===== src/rtl/root_pkg.sv =====
// rtl/root_pkg.sv - shared mode constants, FSM states and sizing helper for int_root
package root_pkg;

  localparam logic MODE_SQRT = 1'b0;
  localparam logic MODE_CUBE = 1'b1;

  typedef enum logic [2:0] {IDLE, SHIFT, MUL, CMP, DONE} state_t;

  function automatic int ceil_div(input int a, input int b);
    return (a + b - 1) / b;
  endfunction

endpackage


===== src/rtl/seq_mul.sv =====
// rtl/seq_mul.sv - shift-add multiplier; start at edge n gives product and busy low at edge n+AW
module seq_mul #(
  parameter int AW = 4,
  parameter int BW = 5
) (
  input  logic              clk_i,
  input  logic              rst_i,
  input  logic              start_i,
  input  logic [AW-1:0]     a_bi,
  input  logic [BW-1:0]     b_bi,
  output logic              busy_o,
  output logic [AW+BW-1:0]  y_bo
);

  localparam int PW   = AW + BW;
  localparam int CNTW = $clog2(AW + 1);

  logic [PW-1:0]   mcand_q;
  logic [AW-1:0]   mplier_q;
  logic [CNTW-1:0] cnt_q;

  always_ff @(posedge clk_i or posedge rst_i) begin
    if (rst_i) begin
      busy_o   <= 1'b0;
      y_bo     <= '0;
      mcand_q  <= '0;
      mplier_q <= '0;
      cnt_q    <= '0;
    end else if (!busy_o) begin
      if (start_i) begin
        busy_o   <= 1'b1;
        y_bo     <= '0;
        mcand_q  <= PW'(b_bi);
        mplier_q <= a_bi;
        cnt_q    <= CNTW'(AW - 1);
      end
    end else begin
      // one multiplier bit per cycle, LSB first
      if (mplier_q[0]) y_bo <= y_bo + mcand_q;
      mcand_q  <= mcand_q << 1;
      mplier_q <= mplier_q >> 1;
      if (cnt_q == '0) busy_o <= 1'b0;
      else             cnt_q  <= cnt_q - CNTW'(1);
    end
  end

endmodule


===== src/rtl/int_root.sv =====
// rtl/int_root.sv - sequential floor sqrt/cbrt, digit-by-digit restoring; INT_ROOT_REMAINDER_EN adds rem_bo
module int_root
  import root_pkg::*;
#(
  parameter int  WIDTH = 8,
  localparam int YW    = (WIDTH + 1) / 2
) (
  input  logic             clk_i,
  input  logic             rst_i,
  input  logic             start_i,
  input  logic             mode_i,
  input  logic [WIDTH-1:0] x_bi,
  output logic             busy_o,
  output logic             done_o,
  output logic [YW-1:0]    y_bo
`ifdef INT_ROOT_REMAINDER_EN
  ,
  output logic [WIDTH-1:0] rem_bo
`endif
);

  localparam int PW = 2 * YW + 1;
  localparam int CW = 2 * YW + 3;
  localparam int BW = YW + 1;
  localparam int SW = $clog2(WIDTH + 1);
  localparam int MW = $clog2(YW + 1);
  localparam logic [SW-1:0] S_TOP_SQRT = SW'(2 * (ceil_div(WIDTH, 2) - 1));
  localparam logic [SW-1:0] S_TOP_CUBE = SW'(3 * (ceil_div(WIDTH, 3) - 1));

  state_t state_q, state_d;

  logic [WIDTH-1:0] x_q;
  logic [YW-1:0]    y_q;
  logic [SW-1:0]    s_q;
  logic             mode_q;
  logic [MW-1:0]    mcnt_q;

  logic             mul_start, mul_busy;
  logic [PW-1:0]    prod;
  logic [YW-1:0]    y_sh;
  logic [BW-1:0]    b_op;
  logic [CW-1:0]    term, x_top, diff;
  logic             fits;
  logic [WIDTH-1:0] x_sub, low_mask;

  assign y_sh = y_q << 1;
  assign b_op = {1'b0, y_sh} + BW'(1);

  seq_mul #(.AW(YW), .BW(BW)) u_mul (
    .clk_i   (clk_i),
    .rst_i   (rst_i),
    .start_i (mul_start),
    .a_bi    (y_sh),
    .b_bi    (b_op),
    .busy_o  (mul_busy),
    .y_bo    (prod)
  );

  // compare against x >> s so the shifted trial term can never overflow
  always_comb begin
    term     = (mode_q == MODE_CUBE) ? (CW'(prod) + CW'({prod, 1'b0}) + CW'(1))
                                     : CW'({y_q, 1'b1});
    x_top    = CW'(x_q >> s_q);
    fits     = (x_top >= term);
    diff     = x_top - term;
    low_mask = ~({WIDTH{1'b1}} << s_q);
    x_sub    = (WIDTH'(diff) << s_q) | (x_q & low_mask);
  end

  always_ff @(posedge clk_i or posedge rst_i) begin
    if (rst_i) state_q <= IDLE;
    else       state_q <= state_d;
  end

  always_comb begin
    state_d   = state_q;
    mul_start = 1'b0;
    case (state_q)
      IDLE:  if (start_i) state_d = SHIFT;
      SHIFT: begin
        if (mode_q == MODE_CUBE) begin
          mul_start = 1'b1;
          state_d   = MUL;
        end else begin
          state_d = CMP;
        end
      end
      MUL:   if (mcnt_q == '0 || !mul_busy) state_d = CMP;
      CMP:   state_d = (s_q == '0) ? DONE : SHIFT;
      DONE:  state_d = IDLE;
      default: state_d = IDLE;
    endcase
  end

  assign busy_o = (state_q != IDLE);
  assign done_o = (state_q == DONE);

  always_ff @(posedge clk_i or posedge rst_i) begin
    if (rst_i) begin
      x_q    <= '0;
      y_q    <= '0;
      s_q    <= '0;
      mode_q <= MODE_SQRT;
      mcnt_q <= '0;
      y_bo   <= '0;
`ifdef INT_ROOT_REMAINDER_EN
      rem_bo <= '0;
`endif
    end else begin
      case (state_q)
        IDLE: if (start_i) begin
          x_q    <= x_bi;
          mode_q <= mode_i;
          y_q    <= '0;
          s_q    <= (mode_i == MODE_CUBE) ? S_TOP_CUBE : S_TOP_SQRT;
        end
        SHIFT: begin
          y_q    <= y_sh;
          mcnt_q <= MW'(YW - 1);
        end
        MUL: if (mcnt_q != '0) mcnt_q <= mcnt_q - MW'(1);
        CMP: begin
          if (fits) begin
            x_q <= x_sub;
            y_q <= y_q | YW'(1);
          end
          if (s_q != '0) s_q <= s_q - ((mode_q == MODE_CUBE) ? SW'(3) : SW'(2));
        end
        DONE: begin
          y_bo   <= y_q;
`ifdef INT_ROOT_REMAINDER_EN
          rem_bo <= x_q;
`endif
        end
        default: ;
      endcase
    end
  end

endmodule


===== config.mk =====
export PLATFORM = sky130hd
export DESIGN_NAME = int_root
export DESIGN_NICKNAME = d
export VERILOG_FILES = /design/src/rtl/root_pkg.sv /design/src/rtl/seq_mul.sv /design/src/rtl/int_root.sv
export SDC_FILE = /design/constraint.sdc
export NUM_CORES = 1
export LEC_CHECK = 0
export ABC_AREA = 1
export CAP_MARGIN = 20
export CORE_UTILIZATION = 35
export CTS_CLUSTER_SIZE = 16
export DETAILED_ROUTE_END_ITERATION = 6
export SYNTH_ARGS = -nofsm -noshare
export SYNTH_HDL_FRONTEND = slang
export SYNTH_SLANG_ARGS = --single-unit

===== constraint.sdc =====
create_clock -name clk_i -period 3.9 [get_ports clk_i]
set_input_delay 0.78 -clock clk_i [delete_from_list [all_inputs] [get_ports clk_i]]
set_output_delay 0.78 -clock clk_i [all_outputs]
set_load 0.05 [all_outputs]

==> run_results.csv, run 1 <==
group,metric,value,unit
run_status,outcome,"finished clean",
sta,finalWorstSetupSlack,705,ps
logic_synthesis,synthMostInstantiatedCell,"nand2_1",
logic_synthesis,synth_common_cells,"nand2_1 (175), inv_1 (85), dfrtp_1 (53), nand3_1 (44), o21ai_0 (44)",
clocking,post_cts.repair.setup_buffers,0,
logic_synthesis,yosysUniqueCellTypes,38,
detailed_routing,via_count,3836,
detailed_routing,drcViolationCount,0,
finish,drive_gt1_frac,0.0560,
grt,grt.total_usage,0.185,
logic_synthesis,async_flop_share,1.00,
power,pwr-share-clk,0.109,
finish,utilization,0.401,
logic_synthesis,syn-mean-instance-area,6.93,um^2
detailed_routing,avgViaCountPerCell,5.11,
power,switching_share,0.538,
grt,grt_pass1_wl,17300,um
power,p_per_area,959,nW/um^2
logic_synthesis,yosysSeqAreaShare,0.325,
finish,seqCellArea,1330,um^2
logic_synthesis,synthTopCellsByArea,"dfrtp_1 (33%), nand2_1 (16%), ha_1 (9.8%), inv_1 (7.8%), nand3_1 (5.4%)",
sta,fin_hold_ws,499,ps
power,p_leak,2.34,nW
clocking,cts_resized,0,
placement,io_buffers,17,
sta,period_needed,3190,ps
logic_synthesis,ys_ff_latch,53,
power,p_total,4.37,mW
finish,multi_input_area,2360,um^2
clocking,cts_root_buffer,"clkbuf_16",
sta,worst_slew_pin_slew,771,ps
detailed_routing,wl,10300,um
power,p_sw,2.35,mW
logic_synthesis,synth_cells,588,
finish,fillerInstances,1206,
detailed_routing,drtPass1Iterations,7,
hold_path,worstHoldPathType,"reg -> reg",
sta,tns,0,ps
logic_synthesis,synth_mux_area_frac,0,
detailed_routing,wire_per_inst,13.8,um
grt,grt_max_degree,36,
logic_synthesis,yosysTopAreaCell,"dfrtp_1",
power,ir_drop,0.000375,V
logic_synthesis,syn_nets,635,
power,cell_internal_pwr,2.02,mW
worst_setup_path,cp.required,4100,ps
finish,syn_to_final_growth,11.7,%
sta,rsz0062_at_grt,"no",
worst_setup_path,critPathMaxFanout,12,
placement,post-place-ws,716,ps
floorplanning,die-area,12100,um^2
placement,place_congestion,0.857,
sta,fin_crit_sh,0.819,
floorplanning,die_h,110,um
floorplanning,die_x,110,um
logic_synthesis,synth_compound_area_frac,0.160,
clocking,cts_buffer_depth,2,
logic_synthesis,yosys.area_share.xor_xnor,0.0172,
clocking,postCtsHoldBufs,0,
sta,fmax,313,MHz
logic_synthesis,synth_flop_cell,"dfrtp_1",
worst_setup_path,critical_path_arrival,3390,ps
floorplanning,io_pins,18,
grt,overflow,0,
clocking,clock_latency,300,ps
worst_setup_path,crit_type,"reg -> reg",
grt,antenna_found_initial,0,
clocking,cts_max_level,2,
floorplanning,initial_core_util,0.359,
logic_synthesis,yosys_warnings,0,
sta,relSlewSlack,0.485,
detailed_routing,drtIter0Drc,216,
power,power_frac_comb,0.659,
logic_synthesis,synth_edf_count,0,
clocking,clk_pin_slew,80,ps
detailed_routing,ant_nets,0,
logic_synthesis,syn-cell-area,4080,um^2
logic_synthesis,synthAdderAreaFrac,0.113,
floorplanning,core,11400,um^2
power,power_frac_seq,0.232,
logic_synthesis,synth-simple-area-share,0.288,
logic_synthesis,synth_top_area_frac,0.325,
sta,slew_viol_final,0,
sta,setup_viol,0,
finish,n_antenna_cell,0,
logic_synthesis,synth_top_family_by_area,"simple AND/OR/NAND/NOR gates",
clocking,numCtsBuffers,5,
worst_setup_path,end_kind,"flop",
sta,hold_viol_final,0,
flow_run,max_cap_viol_count,0,
clocking,cts_tree,"built",
placement,dp_hpwl,8030,um
grt,grt_pass1_vias,3613,
clocking,cts.sinks,53,
finish,fin_nets,653,
worst_setup_path,critPathLaunchType,"flop",
sta,finClkSkew,5.37,ps
floorplanning,num_rows,39,
==> worst paths after layout <==
kind | cells past startpoint | start | slack (ps) | end
max | 15 | s_q[0]$_DFFE_PP0P_ | 710 | flop
min | 2 | u_mul.mplier_q[1]$_DFFE_PP0P_ | 500 | u_mul.mplier_q[1]$_DFFE_PP0P_
max reg2reg | 15 | s_q[0]$_DFFE_PP0P_ | 710 | flop
min reg2reg | 2 | u_mul.mplier_q[1]$_DFFE_PP0P_ | 500 | u_mul.mplier_q[1]$_DFFE_PP0P_
max in group asynchronous | 3 | rst_i | 2210 | u_mul.y_bo[8]$_DFFE_PP0P_
min in group asynchronous | 2 | rst_i | 940 | mcnt_q[1]$_DFFE_PP0P_
==> placed cells by master (no fill, tap or decap), drive strengths merged, types with 5 or more instances in the layout <==
master         netlist  final
nand2              179    179
inv                 87     88
dfrtp               53     53
o21ai               50     50
nand3               45     45
nor2                43     43
ha                  32     32
a21oi               29     29
clkdlybuf4s50        0     17
o22ai               11     11
o211ai               7      7
xor2                 6      6
nand4                5      5
nor3                 5      5
clkbuf               4      5
buf                  7      5
==> registers in the layout, indices dropped and copies added (netlist names), named ones only <==
| name | flops |
|---|---|
| u_mul.mplier_q | 4 |
| s_q | 4 |
| u_mul.y_bo | 9 |
| y_bo | 4 |
| u_mul.busy_o | 1 |
| x_q | 7 |
| u_mul.mcand_q | 9 |
| state_q | 3 |
| u_mul.cnt_q | 3 |
| mcnt_q | 3 |
| y_q | 4 |
| mode_q | 1 |
==> per-stage QoR <==
step                std cells  instance area, um^2
finish                    750                 4560
global route              750                 4560
CTS                       750                 4560
detailed placement        742                 4400
global placement          742                 4400
floorplan                 588                 4080
==> routing by layer <==
layer | vias to the layer above | part of all wire | GRT usage
met2 | 80 | 0.48 | 0.321
met3 | 9 | 0.041 | 0.0225
met5 | - | 0 | 0
li1 | 1959 | - | -
met4 | 0 | 0.0092 | 0.0419
met1 | 1788 | 0.47 | 0.243
==> area by class of cell <==
class,count,share of cell area
Clock inverter,3,0.00577
Multi-Input combinational cell,436,0.518
Timing Repair Buffer,22,0.0456
Inverter,88,0.0725
Clock buffer,5,0.0275
Tap cell,143,0.0393
Sequential cell,53,0.291
==> power by group through the flow <==
stage / combinational (mW) / sequential [mW] / clock (mW)
final: 2.88 / 1.01 / 0.476
after global routing: 3.30 / 1.05 / 0.503
after CTS: 2.88 / 1.01 / 0.483
after detailed placement: 2.87 / 1.02 / 0
after global placement: 2.85 / 1.02 / 0
after floorplan: 2.24 / 0.963 / 0
==> worst max-delay path, stage by stage, from the launching register on <==
cell     delay [ps]
dfrtp_1         380
inv_1           330
nand2_1         170
nand2_1          80
o21ai_0         120
or2_2           300
a31oi_1         290
fa_1            470
o21ai_0         380
nand2_1         120
nand3_1         120
nand3_1         100
nand2_1          70
nand2_1          60
nand3_2          50
nand2_1          50
==> cells by family (layout without fill, tap and decap cells) <==
family / count (synthesis) / after routing
XOR/XNOR: 8 / 8
flip-flops: 53 / 53
AO/OA/AOI/OAI: 112 / 112
AND/OR/NAND/NOR: 281 / 281
adder cells (fa/ha/maj): 35 / 35
buffers and inverters: 99 / 118
(Power assumes the default switching activity.)
==> run 2, diff against run 1 <==
==> constraint.sdc (replaced) <==
create_clock -name clk_i -period 3 [get_ports clk_i]
set_input_delay 0.6 -clock clk_i [delete_from_list [all_inputs] [get_ports clk_i]]
set_output_delay 0.6 -clock clk_i [all_outputs]
set_load 0.05 [all_outputs]
==> run 2 against run 1 <==
Worst setup slack got worse by 560 ps; cell count increased by 5.2%; fmax increased by 12%; clock skew about the same; hold slack got worse by 13 ps; non-clock buffer count increased by 38; die area unchanged; via count increased by 4.4%; utilization increased by 4.7 points; final area increased by 12%; flip-flop and latch count unchanged; critical path depth increased by 1; largest cell class unchanged.
==> run_results.csv, run 2 (synthesis results as in run 1) <==
group,metric,value,unit
detailed_routing,ant_nets,0,
placement,place_congestion,0.921,
grt,antenna_found_initial,0,
floorplanning,initial_core_util,0.359,
floorplanning,core,11400,um^2
sta,finClkSkew,5.53,ps
sta,relSlewSlack,0.651,
grt,grt_use_met2,0.300,
sta,fin_crit_sh,0.951,
finish,fin_nets,692,
sta,fmax,350,MHz
sta,slew_viol_final,0,
clocking,cts_tree,"built",
finish,multi_input_area,2570,um^2
detailed_routing,drtPass1Iterations,7,
clocking,cts_buffer_depth,2,
detailed_routing,drtIter0Drc,265,
worst_setup_path,critical_path_arrival,3090,ps
grt,grt_max_degree,34,
floorplanning,die_h,110,um
hold_path,worstHoldPathType,"reg -> reg",
worst_setup_path,end_kind,"flop",
finish,fillerInstances,1134,
worst_setup_path,cp.required,3240,ps
sta,worst_slew_pin_slew,522,ps
placement,postPlaceCellArea,4600,um^2
finish,seqCellArea,1340,um^2
sta,setup_viol,0,
grt,met3_usage,0.0267,
detailed_routing,wl,10600,um
sta,period_needed,2850,ps
grt,grt.total_usage,0.178,
run_status,outcome,"finished clean",
clocking,clk_pin_slew,70,ps
finish,design_area,5090,um^2
worst_setup_path,crit_type,"reg -> reg",
detailed_routing,drcViolationCount,0,
flow_run,max_cap_viol_count,0,
clocking,cts_max_level,2,
floorplanning,die-area,12100,um^2
grt,gr-usage-met1,0.234,
grt,busiest_layer,"met2",
detailed_routing,wire_per_inst,13.5,um
clocking,cts_root_buffer,"clkbuf_16",
finish,n_antenna_cell,0,
finish,largestRegisters,"u_mul.mcand_q: 9 flops, u_mul.y_bo: 9 flops, x_q: 7 flops",
floorplanning,die_x,110,um
floorplanning,io_pins,18,
detailed_routing,via_count,4005,
floorplanning,num_rows,39,
grt,grt_pass1_vias,3689,
finish,layout_common_cells,"nand2_1 (170), inv_1 (81), dfrtp_1 (45), nand3_1 (44), buf_4 (38)",
finish,syn_to_final_growth,24.9,%
finish,final_common_cell,"nand2_1",
grt,grt_pass1_wl,16900,um
worst_setup_path,critPathLaunchType,"flop",
clocking,postCtsHoldBufs,0,
sta,finalWorstSetupSlack,146,ps
clocking,numCtsBuffers,5,
placement,post-place-ws,-22.1,ps
detailed_routing,avgViaCountPerCell,5.08,
placement,io_buffers,17,
clocking,cts.sinks,53,
finish,drive_gt1_frac,0.176,
grt,overflow,0,
placement,dp_hpwl,7900,um
sta,hold_viol_final,0,
clocking,clock_latency,290,ps
worst_setup_path,critPathMaxFanout,4,
## run 2: path summary, 6_finish.rpt
check	slack [ps]	endpoint	from	cells after the start
max in group asynchronous	1810	u_mul.y_bo[4]$_DFFE_PP0P_	rst_i	3
min in group asynchronous	630	u_mul.cnt_q[0]$_DFFE_PP0P_	rst_i	2
worst max register to register	150	x_q[4]$_DFFE_PP0P_	u_mul.y_bo[0]$_DFFE_PP0P_	16
worst max-delay path	150	x_q[4]$_DFFE_PP0P_	u_mul.y_bo[0]$_DFFE_PP0P_	16
worst min-delay path	490	u_mul.mplier_q[1]$_DFFE_PP0P_	u_mul.mplier_q[1]$_DFFE_PP0P_	2
worst min register to register	490	u_mul.mplier_q[1]$_DFFE_PP0P_	u_mul.mplier_q[1]$_DFFE_PP0P_	2
## run 2: worst max-delay path, cell delays in order, from the launching register on
cell	delay (ps)
dfrtp_2	430
buf_4	150
fa_1	460
xor2_1	160
o21ai_1	200
ha_1	320
nand2_1	100
nand2_1	70
nor2_1	130
nor2_1	80
o21ai_1	140
nand2_1	90
nand2_1	80
nand3_1	80
a21oi_2	180
nand2_1	70
nand2_1	50
## run 2: metal layers
metal | vias up | wire (um)
met4 | 0 | 132
met5 | - | 0
li1 | 2037 | -
met2 | 96 | 5200
met3 | 15 | 394
met1 | 1857 | 4920
## run 2: final cells by class
cell class | count | area share
well taps | 143 | 0.0351
multi-input cells | 437 | 0.504
flip-flops and latches | 53 | 0.262
inverters | 88 | 0.0649
repair buffers | 60 | 0.104
clock buffers | 5 | 0.0246
clock inverters | 3 | 0.00492
## run 2: what timing repair did
action                     4_1_cts  5_1_grt
pin swaps                        0       17
setup buffers                    0       13
gates resized for setup          8       47
setup endpoints to repair        3        9
gates cloned                     0        1
## run 2: metrics by stage
step	utilization	std cells	setup TNS, ps	hold slack [ps]
6_report	0.448	789	0	486
3_5_place_dp	0.405	767	-35.9	476
5_1_grt	0.448	789	-124	520
2_1_floorplan	-	588	0	442
4_1_cts	0.423	775	0	492
3_3_place_gp	0.405	767	-32.2	463
Power of run 2 is not shown: default switching activity piles up to over one toggle a cycle in this logic, so the estimate is an artifact.
==> run 3, diff against run 2 <==
==> constraint.sdc (replaced) <==
create_clock -name clk_i -period 3 [get_ports clk_i]
set_input_delay 0.3 -clock clk_i [delete_from_list [all_inputs] [get_ports clk_i]]
set_output_delay 0.3 -clock clk_i [all_outputs]
set_load 0.05 [all_outputs]
==> run 3 against run 2 <==
Routed wire length is 0.39% lower; global-route usage grew 0.23 points; final area fell by 0.66%; register-to-register slack gained 20 ps; sequential share of layout area increased by 0.15 points; critical path type unchanged; clock skew is 1.2 ps lower; cell count is 0.25% lower; worst setup slack better by 25 ps; fmax grew 0.87%.
==> run_results.csv, run 3 (synthesis results as in run 1) <==
group,metric,value,unit
run_status,outcome,"finished clean",
grt,grt_pass1_wl,17300,um
worst_setup_path,r2r-start,"u_mul.y_bo[1]$_DFFE_PP0P_",
detailed_routing,drtIter0Drc,293,
sta,rsz0062_at_grt,"yes",
detailed_routing,wl,10600,um
clocking,cts_tree,"built",
worst_setup_path,end_kind,"flop",
grt,antenna_found_initial,0,
worst_setup_path,cp.required,3190,ps
detailed_routing,drtPass1Iterations,4,
worst_setup_path,slowest_stage,"dfrtp_2",
sta,finClkSkew,4.30,ps
finish,drive_gt1_frac,0.168,
worst_setup_path,cp_top_family,"simple AND/OR/NAND/NOR gates",
worst_setup_path,crit_buf_inv,2,
sta,hold_viol_final,0,
detailed_routing,avgViaCountPerCell,5.00,
placement,postPlaceCellArea,4600,um^2
clocking,cts_buffer_depth,2,
detailed_routing,wire_per_inst,13.5,um
clocking,numCtsBuffers,5,
detailed_routing,via_count,3937,
flow_run,max_cap_viol_count,0,
sta,slew_viol_final,0,
finish,fin_nets,690,
sta,period_needed,2830,ps
clocking,cts.sinks,53,
worst_setup_path,cp_common_cell,"nand2_1",
worst_setup_path,critPathLaunchType,"flop",
sta,relSlewSlack,0.634,
clocking,clock_latency,290,ps
worst_setup_path,slowest_delay,440,ps
worst_setup_path,rrSetupSlack,170,ps
floorplanning,die_h,110,um
finish,largestRegisters,"u_mul.mcand_q: 9 flops, u_mul.y_bo: 9 flops, x_q: 7 flops",
sta,worst_slew_pin_slew,548,ps
finish,syn_to_final_growth,24.0,%
detailed_routing,drcViolationCount,0,
finish,layout_common_cells,"nand2_1 (171), inv_1 (84), dfrtp_1 (46), nand3_1 (41), buf_4 (38)",
sta,setup_viol,0,
detailed_routing,ant_nets,0,
clocking,cts_max_level,2,
clocking,clk_pin_slew,70,ps
worst_setup_path,crit_type,"reg -> reg",
floorplanning,die-area,12100,um^2
floorplanning,core,11400,um^2
worst_setup_path,r2r-end,"x_q[5]$_DFFE_PP0P_",
sta,fmax,353,MHz
grt,grt_pass1_vias,3812,
finish,final_common_cell,"nand2_1",
worst_setup_path,critical_path_arrival,3020,ps
placement,dp_hpwl,8100,um
grt,grt.total_usage,0.180,
floorplanning,num_rows,39,
floorplanning,io_pins,18,
finish,n_antenna_cell,0,
worst_setup_path,critPathMaxFanout,4,
floorplanning,initial_core_util,0.359,
worst_setup_path,path_cells,"buf_12 -> ha_4 -> nand2_1 -> nor2_2 -> a21oi_1 -> xor2_1 -> or2_4 -> ha_4 -> nand2_1 -> nor2_1 -> nand2_1 -> nand2_2 -> nand2_1 -> a21oi_2 -> nand2_4 -> buf_6 -> nand3_1 -> nand2_1",
finish,fillerInstances,1174,
grt,grt_max_degree,31,
clocking,cts_root_buffer,"clkbuf_16",
hold_path,worstHoldPathType,"in -> async",
floorplanning,die_x,110,um
worst_setup_path,reg2reg_depth,18,
sta,fin_hold_ws,370,ps
placement,place_congestion,0.897,
placement,io_buffers,17,
grt,overflow,0,
sta,tns,0,ps
sta,fin_crit_sh,0.943,
finish,design_area,5060,um^2
==> run 3: how the worst max path moves through the flow <==
stage | start | endpoint | cells past startpoint
final | u_mul.y_bo[1]$_DFFE_PP0P_ | x_q[5]$_DFFE_PP0P_ | 18
after detailed placement | u_mul.y_bo[3]$_DFFE_PP0P_ | flop | 18
after global placement | s_q[0]$_DFFE_PP0P_ | flop | 19
after floorplan | u_mul.y_bo[1]$_DFFE_PP0P_ | x_q[1]$_DFFE_PP0P_ | 20
after CTS | u_mul.y_bo[2]$_DFFE_PP0P_ | flop | 20
after global routing | u_mul.y_bo[1]$_DFFE_PP0P_ | x_q[6]$_DFFE_PP0P_ | 21
==> run 3: repair_timing <==
action                                  CTS  global route
endpoints found under the setup margin    3             9
buffers inserted                          1            10
hold buffers                              0             0
gates resized for setup                   5            46
gates cloned                              0             1
pin swaps                                 0            13
==> run 3: cell type report <==
| cell class | count | area, um^2 | share of cell area |
|---|---|---|---|
| timing repair buffer | 58 | 507 | 0.100 |
| multi-input combinational | 437 | 2550 | 0.505 |
| sequential | 53 | 1340 | 0.264 |
| clock inverter | 3 | 26.3 | 0.00520 |
| inverter | 88 | 330 | 0.0653 |
| clock buffer | 5 | 125 | 0.0247 |
| tap | 143 | 179 | 0.0354 |
==> run 3: metal layers <==
layer  global-route usage  vias to the layer above  wire (um)
met2                0.322                       48       5350
met5                    0                        -          0
met3               0.0267                       12        306
met4               0.0362                        0        121
li1                     -                     2031          -
met1                0.229                     1846       4830
==> run 3: through the flow <==
stage / worst slack, ps / instances / utilization
finish: 170 / 787 / 0.445
global route: -81.4 / 787 / 0.445
CTS: 9.22 / 776 / 0.422
detailed placement: -54.2 / 767 / 0.405
global placement: -7.58 / 767 / 0.405
floorplan: 146 / 588 / -
Power of run 3 is left out for the same reason.
